[src/rtl/updown_sweep_pkg.sv]
`default_nettype none
// ============================================================================
// Module   : updown_sweep_pkg
// Purpose  : Shared types and default sizes for the up/down sweep sequencer.
//            Holds the sequencer state encoding and the default counter,
//            loop-count and dwell-count widths.
// Ports    : none (package)
// Options  : SWEEP_DWELL_EN (consumed by the sequencer, not by this package)
// Revision : 1.0 - initial release
// ============================================================================
package updown_sweep_pkg;

  localparam int DEFAULT_WIDTH   = 16;
  localparam int DEFAULT_LOOP_W  = 8;
  localparam int DEFAULT_DWELL_W = 8;

  typedef enum logic [2:0] {
    IDLE = 3'd0,
    LOAD = 3'd1,
    UP   = 3'd2,
    DOWN = 3'd3,
    DONE = 3'd4
  } sweep_state_t;

endpackage
`default_nettype wire

[src/rtl/updown_sweep_ctrl_if.sv]
`default_nettype none
// ============================================================================
// Module   : updown_sweep_ctrl_if
// Purpose  : Bundles the host-side control/status signals and the external
//            counter pins of the sweep sequencer.
// Ports    : host side   - start, abort, cfg_lo, cfg_hi, cfg_loops,
//                          cfg_dwell (SWEEP_DWELL_EN only), busy, done, err
//            counter side- cnt_ld_, cnt_updn, cnt_enb, cnt_data_in,
//                          cnt_data_out
//            modport slave  : the sequencer
//            modport master : host plus counter environment
// Options  : SWEEP_DWELL_EN adds cfg_dwell
// Revision : 1.0 - initial release
// ============================================================================
interface updown_sweep_ctrl_if
  import updown_sweep_pkg::*;
#(
  parameter int WIDTH   = DEFAULT_WIDTH,
  parameter int LOOP_W  = DEFAULT_LOOP_W,
  parameter int DWELL_W = DEFAULT_DWELL_W
) ();

  logic              start;
  logic              abort;
  logic [WIDTH-1:0]  cfg_lo;
  logic [WIDTH-1:0]  cfg_hi;
  logic [LOOP_W-1:0] cfg_loops;
`ifdef SWEEP_DWELL_EN
  logic [DWELL_W-1:0] cfg_dwell;
`endif
  logic              busy;
  logic              done;
  logic              err;
  logic              cnt_ld_;
  logic              cnt_updn;
  logic              cnt_enb;
  logic [WIDTH-1:0]  cnt_data_in;
  logic [WIDTH-1:0]  cnt_data_out;

  modport slave (
`ifdef SWEEP_DWELL_EN
    input  cfg_dwell,
`endif
    input  start, abort, cfg_lo, cfg_hi, cfg_loops, cnt_data_out,
    output busy, done, err, cnt_ld_, cnt_updn, cnt_enb, cnt_data_in
  );

  modport master (
`ifdef SWEEP_DWELL_EN
    output cfg_dwell,
`endif
    output start, abort, cfg_lo, cfg_hi, cfg_loops, cnt_data_out,
    input  busy, done, err, cnt_ld_, cnt_updn, cnt_enb, cnt_data_in
  );

endinterface
`default_nettype wire

[src/rtl/sweep_dwell_timer.sv]
`default_nettype none
// ============================================================================
// Module   : sweep_dwell_timer
// Purpose  : Down-counter that measures the extra hold cycles spent at each
//            sweep turnaround. Reloads whenever load is high, counts down
//            while dec is high, and saturates at zero.
// Ports    : clk, rst        - clock, synchronous active-high reset
//            load, load_val  - reload strobe and value
//            dec             - decrement request
//            zero            - count has reached zero
// Options  : instantiated only when SWEEP_DWELL_EN is defined
// Revision : 1.0 - initial release
// ============================================================================
module sweep_dwell_timer
  import updown_sweep_pkg::*;
#(
  parameter int DWELL_W = DEFAULT_DWELL_W
) (
  input  wire               clk,
  input  wire               rst,
  input  wire               load,
  input  wire [DWELL_W-1:0] load_val,
  input  wire               dec,
  output logic              zero
);

  logic [DWELL_W-1:0] cnt_q;

  always_ff @(posedge clk) begin
    if (rst) begin
      cnt_q <= '0;
    end else if (load) begin
      cnt_q <= load_val;
    end else if (dec && (cnt_q != '0)) begin
      cnt_q <= cnt_q - 1'b1;
    end
  end

  assign zero = (cnt_q == '0);

endmodule
`default_nettype wire

[src/rtl/updown_sweep_ctrl.sv]
`default_nettype none
// ============================================================================
// Module   : updown_sweep_ctrl
// Purpose  : Drives an external 16-bit up/down counter through triangular
//            sweeps: load floor, count up to ceiling, count back to floor,
//            repeat for the programmed number of loops, then pulse done.
// Ports    : clk, rst - clock, synchronous active-high reset
//            bus      - updown_sweep_ctrl_if.slave (host control/status and
//                       counter ld_/updn/enb/data_in/data_out pins)
// Options  : SWEEP_DWELL_EN - adds cfg_dwell; each turnaround holds for
//                             1+dwell cycles instead of 1
// Revision : 1.0 - initial release
// ============================================================================
module updown_sweep_ctrl
  import updown_sweep_pkg::*;
#(
  parameter int WIDTH   = DEFAULT_WIDTH,
  parameter int LOOP_W  = DEFAULT_LOOP_W,
  parameter int DWELL_W = DEFAULT_DWELL_W
) (
  input  wire                clk,
  input  wire                rst,
  updown_sweep_ctrl_if.slave bus
);

  sweep_state_t      state;
  logic [WIDTH-1:0]  lo_q;
  logic [WIDTH-1:0]  hi_q;
  logic [LOOP_W-1:0] loops_q;
  logic              busy_q;
  logic              done_q;
  logic              err_q;
  logic              ld_n_q;
  logic              updn_q;

  logic at_hi;
  logic at_lo;
  logic cfg_ok;
  logic turn;
  logic dwell_done;
  logic enb;

  assign at_hi  = (bus.cnt_data_out == hi_q);
  assign at_lo  = (bus.cnt_data_out == lo_q);
  assign cfg_ok = (bus.cfg_lo < bus.cfg_hi) && (bus.cfg_loops != '0);

  // Sitting at the end point of the current direction.
  assign turn = ((state == UP) && at_hi) || ((state == DOWN) && at_lo);

  // Enable stops exactly at the end points so the counter never wraps.
  // Abort and reset kill the step in the same cycle they are presented.
  always_comb begin
    enb = 1'b0;
    if (!rst && !bus.abort) begin
      if (state == UP) begin
        enb = !at_hi;
      end else if (state == DOWN) begin
        enb = !at_lo;
      end
    end
  end

`ifdef SWEEP_DWELL_EN
  logic [DWELL_W-1:0] dwell_q;
  logic               dwell_zero;

  // The timer reloads on every non-turnaround cycle, so it always holds
  // dwell_q on the first turnaround cycle and counts down from there.
  sweep_dwell_timer #(
    .DWELL_W (DWELL_W)
  ) u_dwell_timer (
    .clk      (clk),
    .rst      (rst),
    .load     (!turn),
    .load_val (dwell_q),
    .dec      (turn),
    .zero     (dwell_zero)
  );

  assign dwell_done = dwell_zero;
`else
  assign dwell_done = 1'b1;
`endif

  always_ff @(posedge clk) begin
    if (rst) begin
      state   <= IDLE;
      lo_q    <= '0;
      hi_q    <= '0;
      loops_q <= '0;
      busy_q  <= 1'b0;
      done_q  <= 1'b0;
      err_q   <= 1'b0;
      ld_n_q  <= 1'b1;
      updn_q  <= 1'b1;
`ifdef SWEEP_DWELL_EN
      dwell_q <= '0;
`endif
    end else begin
      done_q <= 1'b0;
      err_q  <= 1'b0;
      ld_n_q <= 1'b1;
      case (state)
        IDLE: begin
          if (bus.start) begin
            if (cfg_ok) begin
              lo_q    <= bus.cfg_lo;
              hi_q    <= bus.cfg_hi;
              loops_q <= bus.cfg_loops;
`ifdef SWEEP_DWELL_EN
              dwell_q <= bus.cfg_dwell;
`endif
              state   <= LOAD;
              busy_q  <= 1'b1;
              ld_n_q  <= 1'b0;
              updn_q  <= 1'b1;
            end else begin
              err_q <= 1'b1;
            end
          end
        end
        LOAD: begin
          if (bus.abort) begin
            state  <= IDLE;
            busy_q <= 1'b0;
          end else begin
            state  <= UP;
            updn_q <= 1'b1;
          end
        end
        UP: begin
          if (bus.abort) begin
            state  <= IDLE;
            busy_q <= 1'b0;
          end else if (at_hi && dwell_done) begin
            state  <= DOWN;
            updn_q <= 1'b0;
          end
        end
        DOWN: begin
          if (bus.abort) begin
            state  <= IDLE;
            busy_q <= 1'b0;
          end else if (at_lo && dwell_done) begin
            if (loops_q == LOOP_W'(1)) begin
              state  <= DONE;
              busy_q <= 1'b0;
              done_q <= 1'b1;
            end else begin
              loops_q <= loops_q - 1'b1;
              state   <= UP;
              updn_q  <= 1'b1;
            end
          end
        end
        DONE: begin
          state <= IDLE;
        end
        default: begin
          state  <= IDLE;
          busy_q <= 1'b0;
        end
      endcase
    end
  end

  assign bus.busy        = busy_q;
  assign bus.done        = done_q;
  assign bus.err         = err_q;
  assign bus.cnt_ld_     = ld_n_q;
  assign bus.cnt_updn    = updn_q;
  assign bus.cnt_enb     = enb;
  assign bus.cnt_data_in = lo_q;

endmodule
`default_nettype wire

[src/flat_wrapper.sv]
// flat-port wrapper written by rule: the top's interface ports become plain ports
module updown_sweep_ctrl_flat import updown_sweep_pkg::*;
#(
  parameter int WIDTH   = DEFAULT_WIDTH,
  parameter int LOOP_W  = DEFAULT_LOOP_W,
  parameter int DWELL_W = DEFAULT_DWELL_W
)
  (clk, rst, bus_start, bus_abort, bus_cfg_lo, bus_cfg_hi, bus_cfg_loops, bus_cnt_data_out, bus_busy, bus_done, bus_err, bus_cnt_ld_, bus_cnt_updn, bus_cnt_enb, bus_cnt_data_in);
  updown_sweep_ctrl_if #(.WIDTH(WIDTH), .LOOP_W(LOOP_W), .DWELL_W(DWELL_W)) bus_i ();
  input  wire clk;
  input  wire rst;
  input wire logic [$bits(bus_i.start)-1:0] bus_start;
  input wire logic [$bits(bus_i.abort)-1:0] bus_abort;
  input wire logic [$bits(bus_i.cfg_lo)-1:0] bus_cfg_lo;
  input wire logic [$bits(bus_i.cfg_hi)-1:0] bus_cfg_hi;
  input wire logic [$bits(bus_i.cfg_loops)-1:0] bus_cfg_loops;
  input wire logic [$bits(bus_i.cnt_data_out)-1:0] bus_cnt_data_out;
  output wire logic [$bits(bus_i.busy)-1:0] bus_busy;
  output wire logic [$bits(bus_i.done)-1:0] bus_done;
  output wire logic [$bits(bus_i.err)-1:0] bus_err;
  output wire logic [$bits(bus_i.cnt_ld_)-1:0] bus_cnt_ld_;
  output wire logic [$bits(bus_i.cnt_updn)-1:0] bus_cnt_updn;
  output wire logic [$bits(bus_i.cnt_enb)-1:0] bus_cnt_enb;
  output wire logic [$bits(bus_i.cnt_data_in)-1:0] bus_cnt_data_in;
  assign bus_i.start = bus_start;
  assign bus_i.abort = bus_abort;
  assign bus_i.cfg_lo = bus_cfg_lo;
  assign bus_i.cfg_hi = bus_cfg_hi;
  assign bus_i.cfg_loops = bus_cfg_loops;
  assign bus_i.cnt_data_out = bus_cnt_data_out;
  assign bus_busy = bus_i.busy;
  assign bus_done = bus_i.done;
  assign bus_err = bus_i.err;
  assign bus_cnt_ld_ = bus_i.cnt_ld_;
  assign bus_cnt_updn = bus_i.cnt_updn;
  assign bus_cnt_enb = bus_i.cnt_enb;
  assign bus_cnt_data_in = bus_i.cnt_data_in;
  updown_sweep_ctrl #(.WIDTH(WIDTH), .LOOP_W(LOOP_W), .DWELL_W(DWELL_W)) u_core (.clk(clk), .rst(rst), .bus(bus_i));
endmodule
[config.mk]
export PLATFORM = sky130hd
export DESIGN_NAME = updown_sweep_ctrl_flat
export DESIGN_NICKNAME = d
export VERILOG_FILES = /design/src/rtl/updown_sweep_pkg.sv /design/src/rtl/updown_sweep_ctrl_if.sv /design/src/rtl/sweep_dwell_timer.sv /design/src/rtl/updown_sweep_ctrl.sv /design/src/flat_wrapper.sv
export SDC_FILE = /design/constraint.sdc
export NUM_CORES = 1
export LEC_CHECK = 0
export ABC_AREA = 1
export ABC_CLOCK_PERIOD_IN_PS = 2000
export CAP_MARGIN = 10
export CORE_AREA = 2 2 103 85
export CTS_CLUSTER_SIZE = 40
export DETAILED_ROUTE_END_ITERATION = 16
export DIE_AREA = 0 0 105 87
export MAX_ROUTING_LAYER = met4
export PLACE_DENSITY = 0.8
export SYNTH_ARGS = -nofsm -noshare
export SYNTH_HDL_FRONTEND = slang
export SYNTH_SLANG_ARGS = --single-unit
export TNS_END_PERCENT = 30
[constraint.sdc]
create_clock -name clk -period 2 [get_ports clk]
set_clock_uncertainty 0.15 [all_clocks]
set_input_delay 0.6 -clock clk [delete_from_list [all_inputs] [get_ports clk]]
set_output_delay 0.6 -clock clk [all_outputs]
set_load 0.005 [all_outputs]
==> results.tsv <==
metric	value	unit
place_hpwl	6.98	mm
final_util	67.1	%
min_period	2.47	ns
antenna_cells	0	
yosysTopAreaCellShare	30.6	%
synth_largest_area_cell	dfxtp_1	
power_frac_comb	59.7	%
cp_cell_sequence	buf_6, or2_0, a21oi_1, nand2_1, nor2_4, nand2_2, nand2_2, nand2_2, inv_2, nor2_1, buf_2	
initial_core_util	38.4	%
cp-start-kind	input pin	
critical_path_class	input pin to output port	
grt_pass1_vias	3837	
syn_area_per_cell	6.28	um^2
multiInputGateArea	2380	um^2
synthMostInstantiatedCell	nand2_1	
seqCellArea	981	um^2
holdBufCountCts	0	
peakVddDrop	0.000411	V
totalWireLength	11.0	mm
drt-initial-drc-count	136	
overflow	0	
worst_pin_slew	0.381	ns
relSlewSlack	74.6	%
fin_total_pwr	0.00486	W
p_switching	0.00205	W
dpl_cell_area	4600	um^2
grt_setup_unrepaired	true	
synthFlopType	dfxtp_1	
setup_viol	45	
wl_per_cell	14.1	um
core_area	8180	um^2
p_clk_share	12.9	%
ant_nets	0	
insertion_delay	0.31	ns
ctsHtreeMaxLevel	2	
gp_congestion	0.893	
clockRootBuffer	clkbuf_8	
drt-vias-per-instance	4.91	
cp_num_buf_inv	3	
p_per_area	885	nW/um^2
ys_seq_area_share	30.6	%
power.leakage	2.73	nW
clock_sinks	48	
clock.fmax	0.406	GHz
synthTopCellsByCount	nand2_1, inv_1, nor2_1	
finalWorstSetupSlack	-0.466	ns
synth_area	3140	um^2
grt_max_degree	25	
antenna_found_initial	0	
syn_nets	577	
num_rows	30	
drive_gt1_share	48.9	%
clkSlewWorstSetupHoldPaths	0.09	ns
cp_common_cell	nand2_2	
slowest_stage	or2_0	
nets	745	
hold_path_class	flop to flop	
drc	0	
async_reset_ff_share	0	%
synth_cell_types	29	
critPathTopFamily	simple AND/OR/NAND/NOR gates	
vias	3831	
violations	negative setup slack	
track_usage	23.6	%
num-fill-cells	666	
synth_seq_cells	48	
seqPwrFrac	27.4	%
critPathArrivalTime	1.72	ns
finalCritPeriodShare	123	%
yosys-top-cells-area	dfxtp_1, nand2_1, inv_1, ha_1, a21oi_1	
final_max_slew_viol_count	0	
cp_max_fo	4	
area_growth	74.8	%
finalHoldViolations	0	
critical_path.endpoint_type	output port	
max_stage_delay	0.22	ns
cp.required	1.25	ns
internal-power	0.00282	W
drtPass1Iterations	5	
cts_buffers	5	
pin_count	82	
outcome	finished, violations left	
cts_tree	done	
die_area	9140	um^2
port_buffers	81	
die_x	105	um
final_area	5490	um^2
netSwitchingFraction	42.1	%
yosysWarningCount	0	
cap_violations	0	
die_h	87	um
clock_path_buffers	2	
synth_edf_count	0	
grt_pass1_wl	17.0	mm
syn_inst	500	
==> kinds of logic (layout without fill, tap and decap cells) <==
kind of cell,count (synthesis),after routing,share of synthesized area (%)
fa+ha+maj,17,17,6.77
compound gates,67,67,10.9
buf+inv,94,262,12.6
xor+xnor,16,16,4.46
flops,48,48,30.6
mux,1,1,0.319
simple gates,257,258,34.4
==> worst reg2reg max path: stages (launching register included) <==
cell and delay, ns:
dfxtp_2 0.35, or2_1 0.24, a21oi_2 0.13, nand2_2 0.11
nor2_4 0.14, nand2_2 0.08, nand2_2 0.08, buf_4 0.10
buf_4 0.09, buf_6 0.08, buf_6 0.08, buf_6 0.08
buf_6 0.08, buf_6 0.08, buf_6 0.08, buf_6 0.09
nand3_2 0.07, nand2_1 0.08, a21oi_1 0.03
==> per-layer routing <==
metal / share of wire [%] / up-vias / global-route usage (%)
li1: - / 1883 / -
met3: 5.2 / 19 / 3.22
met5: 0 / - / -
met2: 54 / 134 / 44.6
met4: 1.8 / 0 / 6.91
met1: 39 / 1795 / 26.2
==> sequential cells by signal (all words and copies together) (netlist names) <==
register / cells
u_core.bus.cnt_ld_: 1
u_core.bus.busy: 1
u_core.bus.cnt_updn: 1
u_core.hi_q: 16
u_core.bus.done: 1
u_core.loops_q: 8
u_core.bus.cnt_data_in: 16
u_core.bus.err: 1
u_core.state: 3
==> power groups by stage <==
stage                     Clock [W]  Combinational, W  Sequential [W]
after floorplan                   0           0.00136         0.00133
after global placement            0           0.00221         0.00132
after detailed placement          0           0.00227         0.00133
after CTS                  0.000624           0.00264         0.00133
after global routing       0.000667           0.00316         0.00136
final                      0.000627           0.00290         0.00133
==> area by class of cell <==
type                            instances  share of cell area, %
Multi-Input combinational cell        359                   43.3
Timing Repair Buffer                  173                   28.7
Sequential cell                        48                   17.9
Inverter                               81                   5.90
Tap cell                              112                   2.55
Clock buffer                            6                   1.50
Clock inverter                          2                  0.182
==> layout by cell type (no fill, tap or decap), types with 2 or more instances in the layout <==
cell               n
nand2_1          115
buf_4             77
inv_1             50
nor2_1            44
nand2_2           36
buf_6             33
dfxtp_1           32
a21oi_2           28
inv_2             25
buf_2             20
xor2_1            16
dfxtp_2           16
dlygate4sd2_1     15
nor2_2            13
a21oi_1           12
nand3_1           12
ha_4              12
nand2_4            9
o21ai_1            9
nand4_1            9
o21ai_0            8
o21ai_2            7
clkdlybuf4s50_1    7
clkbuf_8           6
inv_4              5
buf_12             5
nor3_2             4
dlymetal6s2s_1     4
nor2_4             3
nand3_2            3
nand3_4            3
ha_1               3
buf_16             3
buf_8              3
a21oi_4            2
nand2_8            2
ha_2               2
clkinv_2           2
clkdlybuf4s15_1    2
clkbuf_2           2
==> through the flow <==
step | std cells | setup WS, ns | hold slack (ns) | setup TNS (ns)
after floorplan | 500 | -0.157 | 0.292 | -2.36
after global placement | 741 | -1.19 | 0.296 | -38.21
after detailed placement | 741 | -1.22 | 0.294 | -39.93
after CTS | 781 | -0.466 | 0.308 | -2.43
after global routing | 781 | -0.532 | 0.332 | -8.03
final | 781 | -0.466 | 0.304 | -5.18
==> final timing paths <==
check                                     startpoint                      endpoint  slack, ns  depth (start not counted)
max                              bus_cnt_data_out[4]                   bus_cnt_enb      -0.47                         11
min                     u_core.bus.busy$_SDFFE_PP0P_  u_core.bus.busy$_SDFFE_PP0P_       0.30                          2
max reg2reg  u_core.bus.cnt_data_in[14]$_SDFFE_PP0P_  u_core.bus.busy$_SDFFE_PP0P_      -0.32                         18
min reg2reg             u_core.bus.busy$_SDFFE_PP0P_  u_core.bus.busy$_SDFFE_PP0P_       0.30                          2
==> repair_timing <==
action,CTS,global route
pin swaps,69,45
gates resized for setup,309,121
setup endpoints to repair,64,57
buffers inserted,36,2
gates cloned,4,0
No activity file was read; power rests on OpenSTA's default activity.
